## src/rtl/cl_crc_hw_pkg.sv

```systemverilog
// Shared definitions for the hardware CRC arbiter slice.
// Holds the arbiter FSM state type, the CRC-32/IEEE constants
// (polynomial, init, xorout and the "123456789" check value) and a
// 32-bit bit-reversal helper.
package cl_crc_hw_pkg;

  typedef enum logic [1:0] {
    IDLE = 2'd0,
    BUSY = 2'd1,
    DONE = 2'd2
  } state_t;

  localparam logic [31:0] CRC32_POLY   = 32'h04C11DB7;
  localparam logic [31:0] CRC32_INIT   = 32'hFFFFFFFF;
  localparam logic [31:0] CRC32_XOROUT = 32'hFFFFFFFF;
  localparam logic [31:0] CRC32_CHECK  = 32'hCBF43926;

  function automatic logic [31:0] reflect(input logic [31:0] v);
    logic [31:0] r;
    logic [31:0] s;
    r = '0;
    s = v;
    for (int unsigned i = 0; i < 32; i++) begin
      r = {r[30:0], s[0]};
      s = s >> 1;
    end
    return r;
  endfunction

endpackage

```

## src/rtl/cl_crc_arbiter_step.sv

```systemverilog
// Combinational single-beat CRC update: crc_out = f(crc_in, data).
// Ports:
//   crc_in  - CRC register before the beat (normal, non-reflected form)
//   data    - one beat, DATA_W/8 bytes
//   crc_out - CRC register after the beat
// With REFLECT set, bytes are taken LSB-first and each byte's bits are
// fed LSB-first, which matches the reflected CRC-32/IEEE convention
// while the register itself stays in normal (left-shifting) form.
module cl_crc_step #(
  parameter int unsigned          DATA_W  = 8,
  parameter int unsigned          CRC_W   = 32,
  parameter logic [CRC_W-1:0]     POLY    = 32'h04C11DB7,
  parameter bit                   REFLECT = 1'b1
) (
  input  logic [CRC_W-1:0]  crc_in,
  input  logic [DATA_W-1:0] data,
  output logic [CRC_W-1:0]  crc_out
);

  localparam int unsigned NB = DATA_W / 8;

  logic [CRC_W-1:0]  c;
  logic [DATA_W-1:0] work;
  logic [7:0]        byte_v;
  logic              bit_in;
  logic              fb;

  // Bytes and bits are consumed by shifting rather than variable
  // indexing so the unrolled network stays a plain XOR tree.
  always_comb begin
    c      = crc_in;
    work   = data;
    byte_v = '0;
    bit_in = 1'b0;
    fb     = 1'b0;
    for (int unsigned b = 0; b < NB; b++) begin
      if (REFLECT) begin
        byte_v = work[7:0];
        work   = work >> 8;
      end else begin
        byte_v = work[DATA_W-1 -: 8];
        work   = work << 8;
      end
      for (int unsigned i = 0; i < 8; i++) begin
        if (REFLECT) begin
          bit_in = byte_v[0];
          byte_v = byte_v >> 1;
        end else begin
          bit_in = byte_v[7];
          byte_v = byte_v << 1;
        end
        fb = c[CRC_W-1] ^ bit_in;
        c  = {c[CRC_W-2:0], 1'b0} ^ (fb ? POLY : '0);
      end
    end
    crc_out = c;
  end

endmodule

```

## src/rtl/cl_crc_arbiter.sv

```systemverilog
// Round-robin arbiter sharing one CRC engine between NUM_REQ streaming
// requesters. Arbitration only happens between frames; the grant is
// held (including across bubbles) until the granted requester's last
// beat is accepted, then one result is presented.
// Ports:
//   clk, rst              - clock, synchronous active-high reset
//   req_valid/ready/last  - per-requester beat handshake (ready one-hot)
//   req_data              - requester i data at [i*DATA_W +: DATA_W]
//   res_valid/ready       - result handshake
//   res_crc/id/beats      - finalised CRC, owning requester, beat count
//   busy                  - FSM not in IDLE
module cl_crc_arbiter
  import cl_crc_hw_pkg::*;
#(
  parameter int unsigned      NUM_REQ = 4,
  parameter int unsigned      DATA_W  = 8,
  parameter int unsigned      CRC_W   = 32,
  parameter logic [CRC_W-1:0] POLY    = CRC32_POLY,
  parameter logic [CRC_W-1:0] INIT    = CRC32_INIT,
  parameter logic [CRC_W-1:0] XOROUT  = CRC32_XOROUT,
  parameter bit               REFLECT = 1'b1
) (
  input  logic                        clk,
  input  logic                        rst,
  input  logic [NUM_REQ-1:0]          req_valid,
  output logic [NUM_REQ-1:0]          req_ready,
  input  logic [NUM_REQ*DATA_W-1:0]   req_data,
  input  logic [NUM_REQ-1:0]          req_last,
  output logic                        res_valid,
  input  logic                        res_ready,
  output logic [CRC_W-1:0]            res_crc,
  output logic [((NUM_REQ > 1) ? $clog2(NUM_REQ) : 1)-1:0] res_id,
  output logic [15:0]                 res_beats,
  output logic                        busy
);

  localparam int unsigned ID_W = (NUM_REQ > 1) ? $clog2(NUM_REQ) : 1;

  state_t            state;
  logic [ID_W-1:0]   gnt;
  logic [ID_W-1:0]   rr_ptr;
  logic [ID_W-1:0]   pick;
  logic [ID_W-1:0]   gnt_inc;
  logic              pick_found;
  logic [CRC_W-1:0]  crc_reg;
  logic [CRC_W-1:0]  crc_next;
  logic [CRC_W-1:0]  crc_final;
  logic [15:0]       beats;
  logic [15:0]       beats_inc;
  logic [DATA_W-1:0] gnt_data;
  logic              xfer;

  assign gnt_data  = req_data[int'(gnt)*DATA_W +: DATA_W];
  assign xfer      = (state == BUSY) && req_valid[gnt];
  assign beats_inc = (beats == 16'hFFFF) ? beats : beats + 16'd1;
  assign gnt_inc   = (gnt == ID_W'(NUM_REQ - 1)) ? '0 : gnt + 1'b1;
  assign busy      = (state != IDLE);

  cl_crc_step #(
    .DATA_W (DATA_W),
    .CRC_W  (CRC_W),
    .POLY   (POLY),
    .REFLECT(REFLECT)
  ) u_step (
    .crc_in (crc_reg),
    .data   (gnt_data),
    .crc_out(crc_next)
  );

  // First valid requester at or after rr_ptr, wrapping.
  always_comb begin
    int unsigned idx;
    pick       = '0;
    pick_found = 1'b0;
    idx        = 0;
    for (int unsigned k = 0; k < NUM_REQ; k++) begin
      idx = (32'(rr_ptr) + k) % NUM_REQ;
      if (!pick_found && req_valid[ID_W'(idx)]) begin
        pick_found = 1'b1;
        pick       = ID_W'(idx);
      end
    end
  end

  always_comb begin
    req_ready = '0;
    if (state == BUSY) req_ready[gnt] = 1'b1;
  end

  always_comb begin
    logic [CRC_W-1:0] s;
    logic [CRC_W-1:0] r;
    s = crc_next;
    r = '0;
    for (int unsigned i = 0; i < CRC_W; i++) begin
      r = {r[CRC_W-2:0], s[0]};
      s = s >> 1;
    end
    crc_final = (REFLECT ? r : crc_next) ^ XOROUT;
  end

  always_ff @(posedge clk) begin
    if (rst) begin
      state     <= IDLE;
      gnt       <= '0;
      rr_ptr    <= '0;
      crc_reg   <= INIT;
      beats     <= '0;
      res_valid <= 1'b0;
      res_crc   <= '0;
      res_id    <= '0;
      res_beats <= '0;
    end else begin
      case (state)
        IDLE: begin
          if (pick_found) begin
            gnt     <= pick;
            crc_reg <= INIT;
            beats   <= '0;
            state   <= BUSY;
          end
        end
        BUSY: begin
          if (xfer) begin
            crc_reg <= crc_next;
            beats   <= beats_inc;
            if (req_last[gnt]) begin
              state     <= DONE;
              res_valid <= 1'b1;
              res_crc   <= crc_final;
              res_id    <= gnt;
              res_beats <= beats_inc;
              rr_ptr    <= gnt_inc;
            end
          end
        end
        DONE: begin
          if (res_ready) begin
            res_valid <= 1'b0;
            state     <= IDLE;
          end
        end
        default: state <= IDLE;
      endcase
    end
  end

endmodule

```

## config.mk

```make
export PLATFORM = sky130hd
export DESIGN_NAME = cl_crc_arbiter
export DESIGN_NICKNAME = d
export VERILOG_FILES = /design/src/rtl/cl_crc_hw_pkg.sv /design/src/rtl/cl_crc_arbiter_step.sv /design/src/rtl/cl_crc_arbiter.sv
export SDC_FILE = /design/constraint.sdc
export NUM_CORES = 1
export LEC_CHECK = 0
export BUFFER_PORTS_ARGS = -buffer_cell sky130_fd_sc_hd__clkbuf_2
export CORE_MARGIN = 2
export CORE_UTILIZATION = 25
export CTS_CLUSTER_DIAMETER = 120
export CTS_CLUSTER_SIZE = 12
export DETAILED_ROUTE_END_ITERATION = 12
export GPL_ROUTABILITY_DRIVEN = 0
export HOLD_SLACK_MARGIN = 0.1
export PLACE_DENSITY = 0.56
export SYNTH_ARGS = -nofsm -noshare
export SYNTH_HDL_FRONTEND = slang
export SYNTH_SLANG_ARGS = --single-unit
```

## constraint.sdc

```tcl
create_clock -name clk -period 2.48 [get_ports clk]
set_input_delay 0.124 -clock clk [delete_from_list [all_inputs] [get_ports clk]]
set_output_delay 0.124 -clock clk [all_outputs]
set_load 0.01 [all_outputs]
```

# Word level (Yosys, flattened, before mapping)
# Index checks and enable logic that the tools add are counted.
# Widths: inputs -> output; s select.
[word_totals] register_bits=105 input_bits=43 output_inout_bits=56 wordCells=111
[op_classes] add_sub_neg=5 magnitude_cmp=6 eq_ne=8 n_shift=1 mux=48 bitwise=17 n_reduce_logical=17
[ops] cell="$mux 27" n=8
[ops] cell="$xor 32x32->32" n=5
[ops] cell="$xor 32x27->32" n=3
[ops] cell="$mux 32" n=2
[ops] cell="$pmux 32 s2" n=1
[ops] cell="$mux 16" n=3
[ops] cell="$not 32->32" n=1
[ops] cell="$pmux 16 s2" n=1
[ops] cell="$shiftx 32x6->8" n=1
[ops] cell="$mux 2" n=9
[ops] cell="$add 16x1->16 const B" n=1
[ops] cell="$eq 16x16->1 const B" n=1
[ops] cell="$lt 2x3->1 const B" n=5
[ops] cell="$mux 1" n=14
[ops] cell="$bmux 1 s2" n=6
[ops] cell="$reduce_and 4->1" n=2
[ops] cell="$xor 1x1->1" n=8
[ops] cell="$ne 2x2->1 const B" n=3
[ops] cell="$pmux 2 s3" n=1
[ops] cell="$reduce_and 3->1" n=2
[ops] cell="$reduce_bool 2->1" n=3
[ops] cell="$logic_and 1x1->1" n=5
[ops] cell="$add 2x1->2 const B" n=2
[ops] cell="$add 2x2->2 const B" n=2
[ops] cell="other kinds (10)" n=13

# Longest topological paths before layout
# Gate-level depths: netlist (run 1).
[depth] depth_word=27 depth_mapped=10 mapped_depth_nobuf=6

# Modules after synthesis
# A second synthesis (run 1) with hierarchy kept.
[unflattened] cells_unflattened=567 hier_area_um2=5505.3
[by_module_without_submodules] mod="cl_crc_arbiter" n_inst=1 cells_per_inst=495 area_each_um2=4707.0 seq_area_each_um2=2102.0
[by_module_without_submodules] mod="cl_crc_step" n_inst=1 cells_per_inst=72 area_each_um2=798.3 seq_area_each_um2=0.0

# Worst setup path before layout (run 1)
# Ideal clock, no wire load.
[synth_path] kind="register -> register" start="register gnt[0]" end="register crc_reg[19]" setup_ps=123 arrival_time_ps=2320 required_ps=2357 slack_ps=37 stages_incl_launch_ff=9 n_path_buf=2 period_less_slack_ps=2443 path_cell_list="dfxtp_1 > buf_6 > buf_12 > mux4_2 > xnor2_2 > xnor2_1 > xor2_1 > a21oi_1 > or2_2"
[synth_via] elab_chain_cells=13 elab_cells_between_ends=20 classes_between="eq/ne: 1; shift: 1; mux: 6; bitwise: 10; reduce/logical: 2"
[synth_rtl] element="from (decl)" line_no="cl_crc_arbiter.sv:40" source="logic [ID_W-1:0] gnt;"
[synth_rtl] element="from (signal assigned)" line_no="cl_crc_arbiter.sv:117" source="gnt <= pick;"
[synth_rtl] element="$shiftx 32x6->8" line_no="cl_crc_arbiter.sv:53" source="assign gnt_data = req_data[int'(gnt)*DATA_W +: DATA_W];"
[synth_rtl] element="$xor 1x1->1" line_no="cl_crc_arbiter_step.sv:52" source="fb = c[CRC_W-1] ^ bit_in;"
[synth_rtl] element="$mux 27" line_no="cl_crc_arbiter_step.sv:53" source="c = {c[CRC_W-2:0], 1'b0} ^ (fb ? POLY : '0);"
[synth_rtl] element="$xor 32x32->32 (5 in series)" line_no="cl_crc_arbiter_step.sv:53"
[synth_rtl] element="$xor 32x27->32 (3 in series)" line_no="cl_crc_arbiter_step.sv:53"
[synth_rtl] element="$mux 32" line_no="cl_crc_arbiter.sv:124" source="if (xfer) begin"
[synth_rtl] element="$pmux 32 s2" line_no="cl_crc_arbiter.sv:114" source="case (state)"
[synth_rtl] element="to (signal assigned)" line_no="cl_crc_arbiter.sv:125" source="crc_reg <= crc_next;"
[synth_rtl] element="to (decl)" line_no="cl_crc_arbiter.sv:45" source="logic [CRC_W-1:0] crc_reg;"
# Parallel ways exist; a longest one is shown, timed or not. The select of a mux whose other input is x is not followed.
# A chain may end at the register's enable or synchronous reset.

# Worst setup path after layout (run 1)
[layout_path] start="register gnt[0]" end="register crc_reg[28]"
[layout_via] elab_chain_cells=12 elab_cells_between_ends=21 classes_between="eq/ne: 1; shift: 1; mux: 7; bitwise: 10; reduce/logical: 2"
[layout_rtl] element="$shiftx 32x6->8" line_no="cl_crc_arbiter.sv:53"
[layout_rtl] element="$xor 1x1->1" line_no="cl_crc_arbiter_step.sv:52"
[layout_rtl] element="$mux 27" line_no="cl_crc_arbiter_step.sv:53"
[layout_rtl] element="$xor 32x32->32 (4 in series)" line_no="cl_crc_arbiter_step.sv:53"
[layout_rtl] element="$xor 32x27->32 (3 in series)" line_no="cl_crc_arbiter_step.sv:53"
[layout_rtl] element="$mux 32" line_no="cl_crc_arbiter.sv:124"
[layout_rtl] element="$pmux 32 s2" line_no="cl_crc_arbiter.sv:114"
# Parallel ways exist; a longest one is shown, timed or not. The select of a mux whose other input is x is not followed.

==> flow_summary.yaml, run 1 <==
outcome:
  status: "completed"
timing:
  hold_violations: 0
  setup_viol: 0
  fmax_mhz: 414.8
  rsz0062_at_grt: "yes"
  fin_ws_ns: 0.06928
  fin_crit_sh: 0.9721
  fin_crit_ns: 2.411
  max_slew_margin: 0.6485
  fin_skew_ns: 0.01261
  worst_pin_slew_ns: 0.5273
  maxSlewViolCount: 0
clock_tree:
  clk_latency_ns: 0.35
  cts_buffers: 9
  cts_tree: "done"
  cts.sinks: 105
  cts_setup_buffers: 0
  ctsRootBufferMaster: "clkbuf_16"
  clk_pin_slew_ns: 0.07
  htreeDepth: 3
  cts_buffer_depth: 2
final_layout:
  layout_commonest_cell: "dfxtp_1"
  area_delta_synth_final_pct: 26.63
  final_util: 0.3217
  fin_nets: 739
  diodes: 0
  final_cell_mix: "105 x dfxtp_1, 98 x clkbuf_2, 84 x nor2_1, 44 x a21oi_1, 43 x xnor2_1"
  drive_above_1_share: 0.2816
place:
  port_buffers: 98
  dp_slack_ns: -0.04467
  hpwl_um: 10880
pwr:
  p_per_area_mw_per_mm2: 849.1
  ir_worst_vdd_uv: 382.4
  p_leak_nw: 2.597
yosys:
  synthFlopType: "dfxtp_1"
  seq_area_frac_synth: 0.3948
  yosys_register_bits: 105
  synth_nets: 626
  post_synth.cell_area_avg_um2: 9.211
  synth_edf_count: 0
  syn_inst: 578
  yosysUniqueCellTypes: 48
  async_reset_ff_frac: 0
  yosysWarningCount: 0
  syn_area_mm2: 0.005324
global_route:
  grtUsageTotal: 0.1316
  grt_start_max_net_pins: 54
  grt_pass1_vias: 4206
  antenna_found_initial: 0
  grt_pass1_wl_um: 23150
  overflow: 0
floorplan:
  rows: 53
  die_w_um: 149.9
  num_io_pins: 99
  die-area_mm2: 0.02248
  core_region_area_mm2: 0.02096
  initial_core_util: 0.2541
  die_h_um: 149.9
routing:
  routed_wl_um: 14500
  drc: 0
  ant_nets: 0
  drt_iter0_drc: 180
  viasPerCell: 4.531
  vias: 4400
  dr.pass1.iters: 4
  wire_per_inst_um: 14.93
setup_path:
  cp.required_ns: 2.72
  crit_path_end_kind: "register"
  reg2reg_from: "gnt[0]$_SDFFE_PP0P_"
  cp.depth: 8
  cp_top_family: "XOR/XNOR gates"
  critPathSlowestCell: "mux4_2"
  cp_cell_sequence: "buf_4 > mux4_2 > xnor2_4 > buf_4 > xnor2_1 > xor2_1 > a21oi_1 > or2_2"
  crit_fanout: 5
  startpoint_type: "register"
  cp_num_buf_inv: 2
  startpoint: "gnt[0]$_SDFFE_PP0P_"
  path_class: "register to register"
  critPathArrivalTime_ns: 2.65
  max_stage_delay_ns: 0.57
  crit_top_cell: "buf_4"
  rr_worst_depth: 8
run:
  cap_violations: 0
hold_path:
  hp-class: "input pin to register"
  holdPathStages: 4
  hp-start: "req_valid[3]"
layout make-up:
class,count,area [um2]
Clock buffer,12,256.5
Clock inverter,4,27.53
Fill cell,2247,14210
Inverter,5,18.77
Multi-Input combinational cell,428,3094
Sequential cell,105,2102
Tap cell,275,344.1
Timing Repair Buffer,142,898.4
cell families after synthesis:
group | count (synthesis) | share of synthesized area
flops | 105 | 0.3948
compound gates | 128 | 0.1532
mux | 12 | 0.04912
xor+xnor | 83 | 0.1765
fa+ha+maj | 5 | 0.01175
buf+inv | 45 | 0.03690
simple gates | 200 | 0.1777
through the flow:
step / hold slack [ns] / TNS (ns) / area, um2 / power [W] / std cells
6_report: 0.2149 / 0 / 6741 / 0.005724 / 971
5_1_grt: 0.2269 / -0.09453 / 6741 / 0.006055 / 971
4_1_cts: 0.1988 / 0 / 6681 / 0.005737 / 971
3_5_place_dp: 0.4196 / -0.08588 / 6380 / 0.004322 / 954
3_3_place_gp: 0.4209 / -0.01116 / 6380 / 0.004312 / 954
2_1_floorplan: 0.3017 / 0 / 5324 / 0.003516 / 578
synth_stat cells (all sizes together), types with 2 or more instances:
master  count  area (um2)
a21oi      44       220.2
or4         2       15.01
a31oi       6       37.54
nor3       16       80.08
nand2b     13       81.33
a22oi       6       45.04
and3        6       37.54
o22a       12       106.4
mux4       10       240.2
xnor2      62       700.7
nand3       6       30.03
a211oi     24       180.2
o21ai      18       90.09
nor2b       3       18.77
ha          5       62.56
nand2      33       123.9
and4        2       17.52
and2        8       50.05
nor2       84       315.3
xor2       17       148.9
a21o        3       22.52
or2        10       62.56
xnor3       4       90.09
nand3b      6       45.04
o22ai       7       43.79
clkbuf     35       132.6
or3         4       25.02
dfxtp     105        2102
a311oi      3       26.28
inv         5       18.77
buf         5       45.04
nand4       7       43.79
worst reg2reg max path, stage by stage (launching register included):
cell     delay (ns)
dfxtp_1        0.33
buf_4          0.17
mux4_2         0.57
xnor2_4        0.31
buf_4          0.20
xnor2_1        0.13
xor2_1         0.22
a21oi_1        0.09
or2_2          0.28
layer usage:
layer | vias up | track usage | wire length [um]
met5 | - | 0 | 0
met4 | 0 | 0.04670 | 268
met3 | 16 | 0.02287 | 468
met2 | 88 | 0.1925 | 6110
met1 | 2053 | 0.1930 | 7652
li1 | 2243 | - | -
power by group:
group	total, W	switching [W]	internal, W
combinational	0.00237	0.00120	0.00117
sequential	0.00197	0.000121	0.00185
clock	0.00138	0.000647	0.000736
path summary, 6_finish.rpt:
check / endpoint / slack (ns)
worst max-delay path: crc_reg[28]$_SDFFE_PP1P_ / 0.07
worst min-delay path: gnt[1]$_SDFFE_PP0P_ / 0.21
worst max register to register: crc_reg[28]$_SDFFE_PP1P_ / 0.07
worst min register to register: res_beats[12]$_SDFFE_PP0P_ / 0.45
repair_timing:
item	4_1_cts	5_1_grt
endpoints found under the setup margin	2	14
hold endpoints to repair	2	0
hold buffers	1	0
resized for setup	1	9
Power figures use the tool's default switching activity.
==> inputs of run 2 (changes only) <==
SYNTH_HIERARCHICAL = 1   (was not set)
==> flow_summary.yaml, run 2 <==
routing:
  viasPerCell: 4.694
  routed_wl_um: 15390
  wire_per_inst_um: 15.82
  drc: 0
  ant_nets: 0
  vias: 4567
  drt_iter0_drc: 295
  dr.pass1.iters: 4
timing:
  max_slew_margin: 0.6303
  fin_crit_ns: 2.533
  fin_skew_ns: 0.009810
  worst_pin_slew_ns: 0.5545
  fin_crit_sh: 1.021
  fmax_mhz: 394.9
  fin_ws_ns: -0.05251
  hold_violations: 0
  rsz0062_at_grt: "yes"
  tns_ns: -0.1394
  setup_viol: 8
  maxSlewViolCount: 0
setup_path:
  reg2reg_from: "gnt[0]$_SDFFE_PP0P_"
  rr_worst_depth: 9
  critPathArrivalTime_ns: 2.76
  crit_path_end_kind: "register"
  timing.rr.end: "crc_reg[8]$_SDFFE_PP1P_"
  startpoint_type: "register"
  cp.required_ns: 2.71
  rrSetupSlack_ns: -0.05
  path_class: "register to register"
  crit_fanout: 6
final_layout:
  fin_nets: 736
  area_delta_synth_final_pct: 35.05
  layout_commonest_cell: "dfxtp_1"
  final_util: 0.3428
  n_fill_cell: 2155
  fin_cells: 973
  drive_above_1_share: 0.3911
  diodes: 0
  final_cell_mix: "103 x dfxtp_1, 97 x clkbuf_2, 71 x nand2_1, 42 x nor2_1"
yosys:
  synth-simple-area-share: 0.1377
  netlist.area_leader.share: 0.3818
  synthFlopType: "dfxtp_1"
  synth_largest_area_cell: "dfxtp_1"
  async_reset_ff_frac: 0
  synthXorXnorAreaFrac: 0.1573
  synth_edf_count: 0
  synthTopCellsByCount: "105 x dfxtp_1, 71 x nand2_1, 47 x xnor2_1"
  yosysUniqueCellTypes: 54
  syn_inst: 567
  yosysMostFrequentCell: "dfxtp_1"
  yosys_register_bits: 105
  synth_top_family_by_area: "compound AO/OA/AOI/OAI gates"
  yosysWarningCount: 6
  synth_compound_area_frac: 0.2102
  ys_top_cells_by_area: "dfxtp_1 38%, a211oi_2 8.2%, xnor2_1 7.5%"
  syn_area_mm2: 0.005505
  seq_area_frac_synth: 0.3818
  synthAdderAreaFrac: 0.01136
  post_synth.cell_area_avg_um2: 9.709
  synth_nets: 615
  muxShareOfSynthArea: 0.04636
global_route:
  grtUsageTotal: 0.1320
  overflow: 0
  antenna_found_initial: 0
  grt_pass1_vias: 4406
  grt_pass1_wl_um: 24880
  grt_start_max_net_pins: 50
place:
  hpwl_um: 11220
  port_buffers: 98
  dpl.cell_count: 950
clock_tree:
  cts_tree: "done"
  ctsRootBufferMaster: "clkbuf_16"
  htreeDepth: 3
  clk_latency_ns: 0.35
  cts_buffers: 9
  clk_pin_slew_ns: 0.08
  cts_buffer_depth: 2
  cts.sinks: 105
hold_path:
  hp-start: "req_valid[3]"
  min_to: "gnt[0]$_SDFFE_PP0P_"
  hp-class: "input pin to register"
  holdPathStages: 3
floorplan:
  die_w_um: 152.4
  core_region_area_mm2: 0.02169
  die_h_um: 152.4
  die-area_mm2: 0.02322
  rows: 54
  num_io_pins: 99
  initial_core_util: 0.2538
outcome:
  violations: "setup timing"
  status: "finished, violations left"
pwr:
  p_leak_nw: 2.788
  ir_worst_vdd_uv: 424.6
  p_per_area_mw_per_mm2: 932.8
run:
  cap_violations: 0
run 2: cell types whose count changed in the layout (fill, tap and decap cells not counted), sizes merged, moves of 11 or more:
cell	before	now
a211oi	24	38
a21oi	44	30
buf	43	54
nand2	33	72
nand2b	13	2
nor2	84	42
nor3	16	4
o22a	12	0
o22ai	7	37
run 2: critical path, cell delays in order (launching register included):
cell and delay, ns:
dfxtp_4 0.43, buf_12 0.12, mux4_2 0.55, xnor2_4 0.17, buf_12 0.14, xor2_4 0.18
xnor3_1 0.26, xor3_1 0.27, o22ai_1 0.18, nand2_1 0.08
run 2: cells by family after synthesis:
family | count (synthesis)
AO/OA/AOI/OAI | 148
XOR/XNOR | 79
adder cells (fa/ha/maj) | 5
buffers and inverters | 53
flip-flops | 105
multiplexers | 13
AND/OR/NAND/NOR | 164
run 2: where the power goes:
group	switching, W	internal, W
Combinational	0.00169	0.00179
Sequential	0.000145	0.00184
Clock	0.000739	0.000723
run 2: timing repair:
action / CTS / global route
gates resized for setup: 21 / 34
gates cloned: 0 / 0
hold buffers: 1 / 0
setup endpoints to repair: 28 / 25
endpoints found under the hold margin: 2 / 0
buffers inserted: 6 / 4
pin swaps: 10 / 27
run 2: per-layer routing:
layer | share of wire | GRT usage | up-vias
met1 | 0.48 | 0.1870 | 2185
met3 | 0.043 | 0.02702 | 12
met2 | 0.46 | 0.2040 | 100
met5 | 0 | 0 | -
met4 | 0.015 | 0.03605 | 0
li1 | - | - | 2270
run 2: cell type report:
type | count | area, um2 | area share
Inverter | 11 | 41.29 | 0.005554
Timing Repair Buffer | 152 | 1050 | 0.1412
Clock inverter | 7 | 81.33 | 0.01094
Multi-Input combinational cell | 409 | 3580 | 0.4815
Sequential cell | 105 | 2107 | 0.2834
Tap cell | 280 | 350.3 | 0.04712
Clock buffer | 9 | 225.2 | 0.03029
run 2: worst max-delay path by stage:
stage | from | to
floorplan | gnt[0]$_SDFFE_PP0P_ | crc_reg[11]$_SDFFE_PP1P_
global placement | gnt[0]$_SDFFE_PP0P_ | crc_reg[5]$_SDFFE_PP1P_
detailed placement | gnt[0]$_SDFFE_PP0P_ | crc_reg[17]$_SDFFE_PP1P_
CTS | gnt[0]$_SDFFE_PP0P_ | res_crc[17]$_SDFFE_PP0P_
global route | gnt[0]$_SDFFE_PP0P_ | crc_reg[8]$_SDFFE_PP1P_
finish | gnt[0]$_SDFFE_PP0P_ | crc_reg[8]$_SDFFE_PP1P_
run 2: through the flow:
step           total power [W]  worst slack, ns  instance area (um2)  hold WS [ns]
2_1_floorplan         0.003864          -0.2051                 5612        0.3105
3_3_place_gp          0.004779         -0.08333                 6624        0.4183
3_5_place_dp          0.004793          -0.1531                 6624        0.4244
4_1_cts               0.006514         -0.02588                 7154        0.1929
5_1_grt               0.007308          -0.1485                 7435        0.2296
6_report              0.006935         -0.05251                 7435        0.2065
